File: src/rtl/fpga_eth_pkg.sv
// -----------------------------------------------------------------------------
// fpga_eth_pkg
// Shared constants for the Ethernet/IPv4/UDP frame path (receive and transmit).
// Frames are carried as 32-bit beats. Two pad bytes in front of the Ethernet
// header align the IPv4 header to a beat boundary. Beat n holds frame bytes
// 4n..4n+3, with byte 4n in bits [31:24].
// Contents: header field beat indices, protocol constants, broadcast MAC,
//           receive FSM state type.
// -----------------------------------------------------------------------------
package fpga_eth_pkg;

  // Beat index of each header field checked on receive
  localparam logic [4:0] BEAT_MAC_HI = 5'd0;   // dst MAC [47:32] in [15:0]
  localparam logic [4:0] BEAT_MAC_LO = 5'd1;   // dst MAC [31:0]
  localparam logic [4:0] BEAT_ETYPE  = 5'd3;   // ethertype in [15:0]
  localparam logic [4:0] BEAT_PROTO  = 5'd6;   // IPv4 protocol in [23:16]
  localparam logic [4:0] BEAT_UDP    = 5'd9;   // UDP destination port in [15:0]

  // Upper bound of the 5-bit beat counter
  localparam logic [4:0] BEAT_CNT_MAX = 5'd31;

  localparam logic [15:0] ETHERTYPE_IPV4 = 16'h0800;
  localparam logic [7:0]  IPPROTO_UDP    = 8'h11;
  localparam logic [47:0] BCAST_MAC      = 48'hFFFF_FFFF_FFFF;

  typedef enum logic [1:0] {
    IDLE,   // waiting for a sof beat
    HDR,    // header beats, fields checked on the fly
    PAY,    // control beat and ADC data beats
    DROP    // frame rejected, waiting for eof or a new sof
  } rx_state_e;

endpackage

File: src/rtl/adc_hdr_check.sv
// -----------------------------------------------------------------------------
// adc_hdr_check
// Per-beat header field comparison for the ADC frame receiver. It keeps a
// sticky "all fields so far matched" flag for the current frame.
// Ports:
//   clock, reset  rising-edge clock, asynchronous active-low reset
//   start         sof beat: beat 0 of a new frame; restarts the check
//   beat          a non-sof header beat is being presented
//   idx           beat index of the beat on data
//   data          beat data
//   hwaddr        own MAC address
//   udpport       accepted UDP destination port
//   match         sticky match, including the beat currently presented
// -----------------------------------------------------------------------------
module adc_hdr_check
  import fpga_eth_pkg::*;
(
  input  logic        clock,
  input  logic        reset,
  input  logic        start,
  input  logic        beat,
  input  logic [4:0]  idx,
  input  logic [31:0] data,
  input  logic [47:0] hwaddr,
  input  logic [15:0] udpport,
  output logic        match
);

  logic [15:0] mac_hi_q;
  logic        ok_q;
  logic        beat_ok;
  logic [47:0] dst_mac;

  // The destination MAC straddles beats 0 and 1, so the upper half is held
  // from the sof beat and the whole address is judged on beat 1.
  assign dst_mac = {mac_hi_q, data};

  // NOTE: every output of this block gets a default before the case, so no
  // path leaves beat_ok unassigned and no latch is inferred.
  always_comb begin
    beat_ok = 1'b1;
    case (idx)
      BEAT_MAC_LO: beat_ok = (dst_mac == hwaddr) || (dst_mac == BCAST_MAC);
      BEAT_ETYPE:  beat_ok = (data[15:0] == ETHERTYPE_IPV4);
      BEAT_PROTO:  beat_ok = (data[23:16] == IPPROTO_UDP);
      BEAT_UDP:    beat_ok = (data[15:0] == udpport);
      default:     beat_ok = 1'b1;
    endcase
  end

  // A sof beat carries nothing that can fail on its own.
  assign match = start ? 1'b1 : (ok_q && beat_ok);

  // NOTE: state is updated with non-blocking assignments so every flop
  // samples values from before the edge, independent of statement order.
  always_ff @(posedge clock or negedge reset) begin
    if (!reset) begin
      ok_q <= 1'b0;
    end else if (start) begin
      ok_q <= 1'b1;
    end else if (beat) begin
      ok_q <= ok_q && beat_ok;
    end
  end

  // NOTE: pure datapath holding register: it is always written on the sof
  // beat before it is read, so it carries no reset.
  always_ff @(posedge clock) begin
    if (start) begin
      mac_hi_q <= data[15:0];
    end
  end

endmodule

File: src/rtl/adc_frame_rx.sv
// -----------------------------------------------------------------------------
// adc_frame_rx
// Receives beat-serial Ethernet/IPv4/UDP frames that carry one ADC sample set.
// It accepts only frames addressed to this node (own or broadcast MAC), IPv4,
// UDP to the configured port, and exactly HDR_BEATS+PAY_BEATS beats long. Then
// it presents the reassembled 256-bit ADC word, its exponent and the frame
// sequence number.
// Ports:
//   clock, reset      rising-edge clock, asynchronous active-low reset
//   validin           beat qualifier; cycles without it are stalls
//   sof, eof          first/last beat markers (meaningful with validin)
//   datain            beat data
//   inthwaddr         own MAC address
//   intudpport        accepted UDP destination port
//   rxdataout         ADC data, beat HDR_BEATS+1 in the top word
//   rxexpout          ADC exponent
//   rxseqout          sequence number of the last accepted frame
//   rxvalidout        1-cycle strobe: new rxdataout/rxexpout/rxseqout
//   rxdrop            1-cycle strobe: a frame was rejected
//   rxseqgap          with rxvalidout: sequence did not follow the last one
// -----------------------------------------------------------------------------
module adc_frame_rx
  import fpga_eth_pkg::*;
#(
  parameter int unsigned HDR_BEATS = 11,
  parameter int unsigned PAY_BEATS = 9
) (
  input  logic                        clock,
  input  logic                        reset,
  input  logic                        validin,
  input  logic                        sof,
  input  logic                        eof,
  input  logic [31:0]                 datain,
  input  logic [47:0]                 inthwaddr,
  input  logic [15:0]                 intudpport,
  output logic [32*(PAY_BEATS-1)-1:0] rxdataout,
  output logic [3:0]                  rxexpout,
  output logic [15:0]                 rxseqout,
  output logic                        rxvalidout,
  output logic                        rxdrop,
  output logic                        rxseqgap
);

  localparam int unsigned DATA_W    = 32 * (PAY_BEATS - 1);
  localparam logic [4:0]  LAST_HDR  = 5'(HDR_BEATS - 1);
  localparam logic [4:0]  CTRL_BEAT = 5'(HDR_BEATS);
  localparam logic [4:0]  LAST_BEAT = 5'(HDR_BEATS + PAY_BEATS - 1);

  rx_state_e   state_q, state_d;
  logic [4:0]  cnt_q, cnt_d;       // index of the next beat of the frame
  logic        flag_q, flag_d;     // rxdrop already raised for this frame
  logic        seq_seen_q;

  logic        drop_d;
  logic        accept;
  logic        chk_start;
  logic        chk_beat;
  logic        hdr_match;
  logic        cap_ctl;
  logic        shift_en;
  logic [4:0]  chk_idx;

  // The last data word is taken straight from datain when the frame is
  // accepted, so the assembly register holds one word less than the output.
  logic [DATA_W-33:0] asm_q;
  logic [15:0]        seq_q;
  logic [3:0]         exp_q;

  assign chk_idx = chk_start ? BEAT_MAC_HI : cnt_q;

  adc_hdr_check u_hdr_check (
    .clock   (clock),
    .reset   (reset),
    .start   (chk_start),
    .beat    (chk_beat),
    .idx     (chk_idx),
    .data    (datain),
    .hwaddr  (inthwaddr),
    .udpport (intudpport),
    .match   (hdr_match)
  );

  always_comb begin
    state_d   = state_q;
    cnt_d     = cnt_q;
    flag_d    = flag_q;
    drop_d    = 1'b0;
    accept    = 1'b0;
    chk_start = 1'b0;
    chk_beat  = 1'b0;
    cap_ctl   = 1'b0;
    shift_en  = 1'b0;

    if (validin) begin
      if (sof) begin
        // A sof beat always starts a new frame; whatever was in flight is
        // abandoned and reported unless it was reported already.
        chk_start = 1'b1;
        if ((state_q != IDLE) && !((state_q == DROP) && flag_q)) begin
          drop_d = 1'b1;
        end
        if (eof) begin
          drop_d  = 1'b1;           // a one-beat frame can never be valid
          state_d = IDLE;
        end else begin
          state_d = HDR;
          cnt_d   = 5'd1;
          flag_d  = 1'b0;
        end
      end else begin
        unique case (state_q)
          IDLE: ;                   // beats outside a frame are ignored
          HDR: begin
            chk_beat = 1'b1;
            cnt_d    = cnt_q + 5'd1;
            if (eof) begin
              drop_d  = 1'b1;
              state_d = IDLE;
            end else if (!hdr_match) begin
              // Reported when the frame ends, not now.
              state_d = DROP;
              flag_d  = 1'b0;
            end else if (cnt_q == LAST_HDR) begin
              state_d = PAY;
            end
          end
          PAY: begin
            if (cnt_q == LAST_BEAT) begin
              if (eof) begin
                accept  = 1'b1;
                state_d = IDLE;
              end else begin
                // Overlong frame: report now, then discard up to its eof.
                drop_d  = 1'b1;
                flag_d  = 1'b1;
                state_d = DROP;
                cnt_d   = cnt_q + 5'd1;
              end
            end else if (eof) begin
              drop_d  = 1'b1;
              state_d = IDLE;
            end else begin
              cnt_d    = cnt_q + 5'd1;
              cap_ctl  = (cnt_q == CTRL_BEAT);
              shift_en = (cnt_q != CTRL_BEAT);
            end
          end
          DROP: begin
            if (eof) begin
              drop_d  = !flag_q;
              state_d = IDLE;
            end else if (cnt_q != BEAT_CNT_MAX) begin
              cnt_d = cnt_q + 5'd1;
            end
          end
          default: state_d = IDLE;
        endcase
      end
    end
  end

  always_ff @(posedge clock or negedge reset) begin
    if (!reset) begin
      state_q    <= IDLE;
      cnt_q      <= 5'd0;
      flag_q     <= 1'b0;
      seq_seen_q <= 1'b0;
      rxdataout  <= '0;
      rxexpout   <= '0;
      rxseqout   <= '0;
      rxvalidout <= 1'b0;
      rxdrop     <= 1'b0;
      rxseqgap   <= 1'b0;
    end else begin
      state_q    <= state_d;
      cnt_q      <= cnt_d;
      flag_q     <= flag_d;
      rxvalidout <= accept;
      rxdrop     <= drop_d;
      // rxseqout still holds the previous accepted sequence number here.
      rxseqgap   <= accept && seq_seen_q && (seq_q != rxseqout + 16'd1);
      if (accept) begin
        rxdataout  <= {asm_q, datain};
        rxexpout   <= exp_q;
        rxseqout   <= seq_q;
        seq_seen_q <= 1'b1;
      end
    end
  end

  always_ff @(posedge clock) begin
    if (cap_ctl) begin
      seq_q <= datain[31:16];
      exp_q <= datain[3:0];
    end
    if (shift_en) begin
      asm_q <= {asm_q[DATA_W-65:0], datain};
    end
  end

endmodule

File: config.mk
export PLATFORM = sky130hd
export DESIGN_NAME = adc_frame_rx
export DESIGN_NICKNAME = d
export VERILOG_FILES = /design/src/rtl/fpga_eth_pkg.sv /design/src/rtl/adc_hdr_check.sv /design/src/rtl/adc_frame_rx.sv
export SDC_FILE = /design/constraint.sdc
export NUM_CORES = 1
export LEC_CHECK = 0
export ABC_CLOCK_PERIOD_IN_PS = 15200
export BUFFER_PORTS_ARGS = -buffer_cell sky130_fd_sc_hd__buf_4
export CELL_PAD_IN_SITES_DETAIL_PLACEMENT = 1
export CELL_PAD_IN_SITES_GLOBAL_PLACEMENT = 1
export CORE_UTILIZATION = 35
export DETAILED_ROUTE_END_ITERATION = 6
export GPL_TIMING_DRIVEN = 0
export PLACE_DENSITY = 0.76
export SYNTH_ARGS = -nofsm -noshare
export SYNTH_HDL_FRONTEND = slang
export SYNTH_SLANG_ARGS = --single-unit
File: constraint.sdc
create_clock -name clock -period 15.2 [get_ports clock]
set_input_delay 2.28 -clock clock [delete_from_list [all_inputs] [get_ports clock]]
set_output_delay 2.28 -clock clock [all_outputs]
set_load 0.01 [all_outputs]
==> metrics.log <==
[metrics] remaining global-route overflow: 0
[metrics] share of synthesized cell area in and, or, nand and nor gates: 0.186
[metrics] top cell type's share of synthesized area: 0.381
[metrics] TritonCTS clock tree: yes
[metrics] global-route wire length before repair: 95900 µm
[metrics] startpoint kind of the worst setup timing path: input pin
[metrics] normalized max-slew margin: 0.346
[metrics] Post-synth ARST share: 0.526
[metrics] Detail Route Antenna Nets: 0
[metrics] Post-synth top cells: nand2_1 (837), dfrtp_1 (289), edfxtp_1 (260), clkbuf_1 (64), xor2_1 (57)
[metrics] signed area change from the synthesized netlist to the final layout: 29.4%
[metrics] number of slew-limit violations in the final report: 0
[metrics] CP arrival: approximately 5 ns
[metrics] post-synthesis mux area share: 0.00354
[metrics] leading register cell type out of synthesis: dfrtp_1
[metrics] Worst Hold End: asm_q[62]$_DFFE_PP_
[metrics] number of antenna violations at the first check in global routing: 1
[metrics] total via count after detailed routing: 14300
[metrics] share of total power consumed by net switching: 0.236
[metrics] transition time at the pin with the least slew margin: just under 1 ns
[metrics] Seq cells post-synth: 549
[metrics] number of synthesized flops with an enable pin: 260
[metrics] insertion delay to the later sink of the worst-skew pair: 0.62 ns
[metrics] peak fanout along the critical path: 10
[metrics] netlist area before placement: ~0.02 mm²
[metrics] Setup-failing EPs final: 0
[metrics] Hold Path Class: reg2reg
[metrics] width of the die: 244 µm
[metrics] total negative setup slack: 0 ns
[metrics] H-tree levels: 2
[metrics] setup repair after global routing missed its margin: false
[metrics] count of routing violations after the opening detailed-route iteration: about 630
[metrics] DP HPWL: approximately 47000 µm
[metrics] Placer Congestion: 0.826
[metrics] fraction of final layout cells sized beyond drive strength 1: 0.219
[metrics] number of hold-repair buffers added at the cts stage: 0
[metrics] synthesized netlist net count: 1850
[metrics] total instance count after detailed placement: between 2000 and 3000
[metrics] outcome: finished clean
[metrics] leakage dissipation: ~13 nW
[metrics] number of top-level pins: 380
[metrics] Switching Power: just under 0.8 mW
[metrics] number of standard cells in the layout, taps in and fillers out: around 3000
[metrics] # nets final: 2299
[metrics] post-synthesis sequential area ratio: 0.734
[metrics] register-to-register setup slack: 11.42 ns
[metrics] pin count of the biggest net entering global routing: ~110
[metrics] clock share of power: 0.427
[metrics] finished layout cell area: about 0.027 mm²
[metrics] post-synthesis cell type with the largest combined area: edfxtp_1
[metrics] clock transition at the registers of the reported paths: 0.06 ns
[metrics] reg-to-reg endpoint: rxdataout[254]$_DFFE_PN0P_
[metrics] starting utilization of the core area: 0.355
[metrics] total CTS buffers: 56
[metrics] Fill cells: 6188
[metrics] Total Wirelength: 63100 µm
[metrics] number of I/O port buffers: roughly 380
[metrics] time the final worst path needs with I/O delays and setup: 4.49 ns
[metrics] xor and xnor area share after synthesis: 0.0338
[metrics] count of distinct cell types in the synthesized netlist: 55
[metrics] Cell Pwr Density: 123 mW/mm²
[metrics] die area: slightly below 0.06 mm²
[metrics] length in cells of the worst reg-to-reg path: 9
[metrics] critical path required time: 15.76 ns
[metrics] Post-Place Cell Area: 0.0246 mm²
[metrics] Post-CTS Setup Inserts: 0
[metrics] logic gate share of total power: 0.070
[metrics] cell count of the worst hold path: 0
[metrics] worst-case clock skew: 0.0312 ns
[metrics] post-CTS resize count: 0
[metrics] peak clock frequency supported by timing: 223 MHz
[metrics] vias per inst: 4.78
[metrics] area fraction in compound gates after synthesis: 0.0205
[metrics] Crit Reg-Reg Startpoint: cnt_q[0]$_DFFE_PN0P_
[metrics] Peak supply drop: 0.106 mV
[metrics] Final period util: 0.295
[metrics] worst hold path startpoint: asm_q[30]$_DFFE_PP_
[metrics] CTS max path bufs: 3
[metrics] drt first pass iters: 5
[metrics] Post-Route Hold Slack: 0.425 ns
[metrics] startpoint of the worst setup timing path: eof
[metrics] Max Cap Violations: 0
[metrics] Chip Height: 244 µm
[metrics] row count: 88
[metrics] total number of clock tree sinks: between 500 and 600
[metrics] type of element capturing the critical path: flop
[metrics] Critical Setup Path Class: in2reg
[metrics] WL/cell: 21.0 µm
[metrics] number of endpoints with negative hold slack in the final report: 0
[metrics] sequential share of power: 0.503
[metrics] total global routing track utilization: 0.213
[metrics] count of unresolved DRC violations after routing: 0
[metrics] count of mapped cells out of synthesis: 1739
[metrics] internal power component: 2.50 mW
[metrics] cells taking the most area after synthesis: edfxtp_1 (38%), dfrtp_1 (35%), nand2_1 (15%), xor2_1 (2.4%), clkbuf_1 (1.2%)
[metrics] area of the placeable core: ~0.058 mm²
[metrics] dominant combinational cell family by area after synthesis: simple AND/OR/NAND/NOR gates
[metrics] adder-cell share of the synthesized area: 0.00610
[metrics] synthesized area per cell: 11.8 µm²
[metrics] most used standard cell by instance count after synthesis: nand2_1
[metrics] number of global-route vias before repair: about 16000
[metrics] number of warnings reported in the yosys synthesis log: 0
[metrics] Root Driver: clkbuf_16
-- sequential cells by signal (all words and copies together) (netlist names) --
register	count
rxdataout	256
asm_q	224
rxseqout	16
seq_q	16
u_hdr_check.mac_hi_q	16
cnt_q	5
exp_q	4
rxexpout	4
state_q	2
flag_q	1
rxdrop	1
rxseqgap	1
rxvalidout	1
seq_seen_q	1
u_hdr_check.ok_q	1
-- placed cells by master (no fill, tap or decap), types with 6 or more instances in the layout --
cell type / instances
o21ai_0: 10
nor4bb_1: 6
nor2b_1: 8
clkbuf_1: 75
buf_16: 7
edfxtp_1: 260
xor2_1: 57
nand4_1: 21
nand2_1: 837
a21oi_1: 9
a31oi_1: 7
dfrtp_1: 289
nand3_1: 11
clkbuf_16: 57
clkinv_1: 6
ha_1: 10
nor2_1: 16
xnor2_1: 22
buf_4: 378
nor4_1: 22
inv_1: 14
clkinv_2: 13
clkbuf_8: 11
-- per-stage QoR --
stage	util	setup WS (ns)	power, mW
2_1_floorplan	-	0.490	1.79
3_5_place_dp	0.426	10.09	1.90
4_1_cts	0.459	10.72	3.30
6_report	0.459	10.71	3.27
5_1_grt	0.459	10.62	3.38
3_3_place_gp	0.420	-5.29	1.91
-- per-layer routing --
layer / part of all wire / global-route usage / vias up
li1: - / - / 6645
met1: 0.40 / 0.258 / 7180
met2: 0.51 / 0.377 / 407
met3: 0.053 / 0.0408 / 106
met4: 0.033 / 0.0763 / 0
met5: 0 / 0 / -
-- power groups by stage --
| stage | Sequential (mW) | Combinational (mW) | Clock, mW |
|---|---|---|---|
| floorplan | 1.68 | 0.110 | 0 |
| finish | 1.64 | 0.230 | 1.39 |
| detailed placement | 1.67 | 0.232 | 0 |
| global route | 1.65 | 0.253 | 1.48 |
| CTS | 1.64 | 0.233 | 1.43 |
| global placement | 1.70 | 0.208 | 0 |
-- how the worst max path moves through the flow --
stage | to | slack [ns] | depth (start not counted)
5_1_grt | rxdataout[248]$_DFFE_PN0P_ | 10.62 | 8
3_3_place_gp | asm_q[23]$_DFFE_PP_ | -5.29 | 4
2_1_floorplan | asm_q[0]$_DFFE_PP_ | 0.49 | 3
3_5_place_dp | rxdataout[6]$_DFFE_PN0P_ | 10.09 | 8
6_report | rxdataout[248]$_DFFE_PN0P_ | 10.71 | 8
4_1_cts | rxdataout[6]$_DFFE_PN0P_ | 10.72 | 8
-- worst max-delay path: stages --
cell and delay, ns:
buf_4 0.15, ha_1 0.19, nand3_1 0.21, clkbuf_1 0.50
clkbuf_1 0.80, clkbuf_1 0.65, nand2_1 0.15, nand2_1 0.10
-- area by class of cell --
cell class | count | area, µm² | area share
repair buffers | 391 | 3150 | 0.119
clock inverters | 27 | 275 | 0.0104
inverters | 15 | 56.3 | 0.00212
clock buffers | 79 | 1620 | 0.0610
flip-flops and latches | 549 | 15000 | 0.567
well taps | 765 | 957 | 0.0361
diodes | 1 | 2.50 | 0.0000943
multi-input cells | 1104 | 5150 | 0.194
plain buffers | 71 | 282 | 0.0106
-- cell families after synthesis --
group           after synthesis
buf+inv                      86
fa+ha+maj                    10
mux                           7
compound gates               60
xor+xnor                     79
flops                       549
simple gates                948
(Power assumes the default switching activity.)
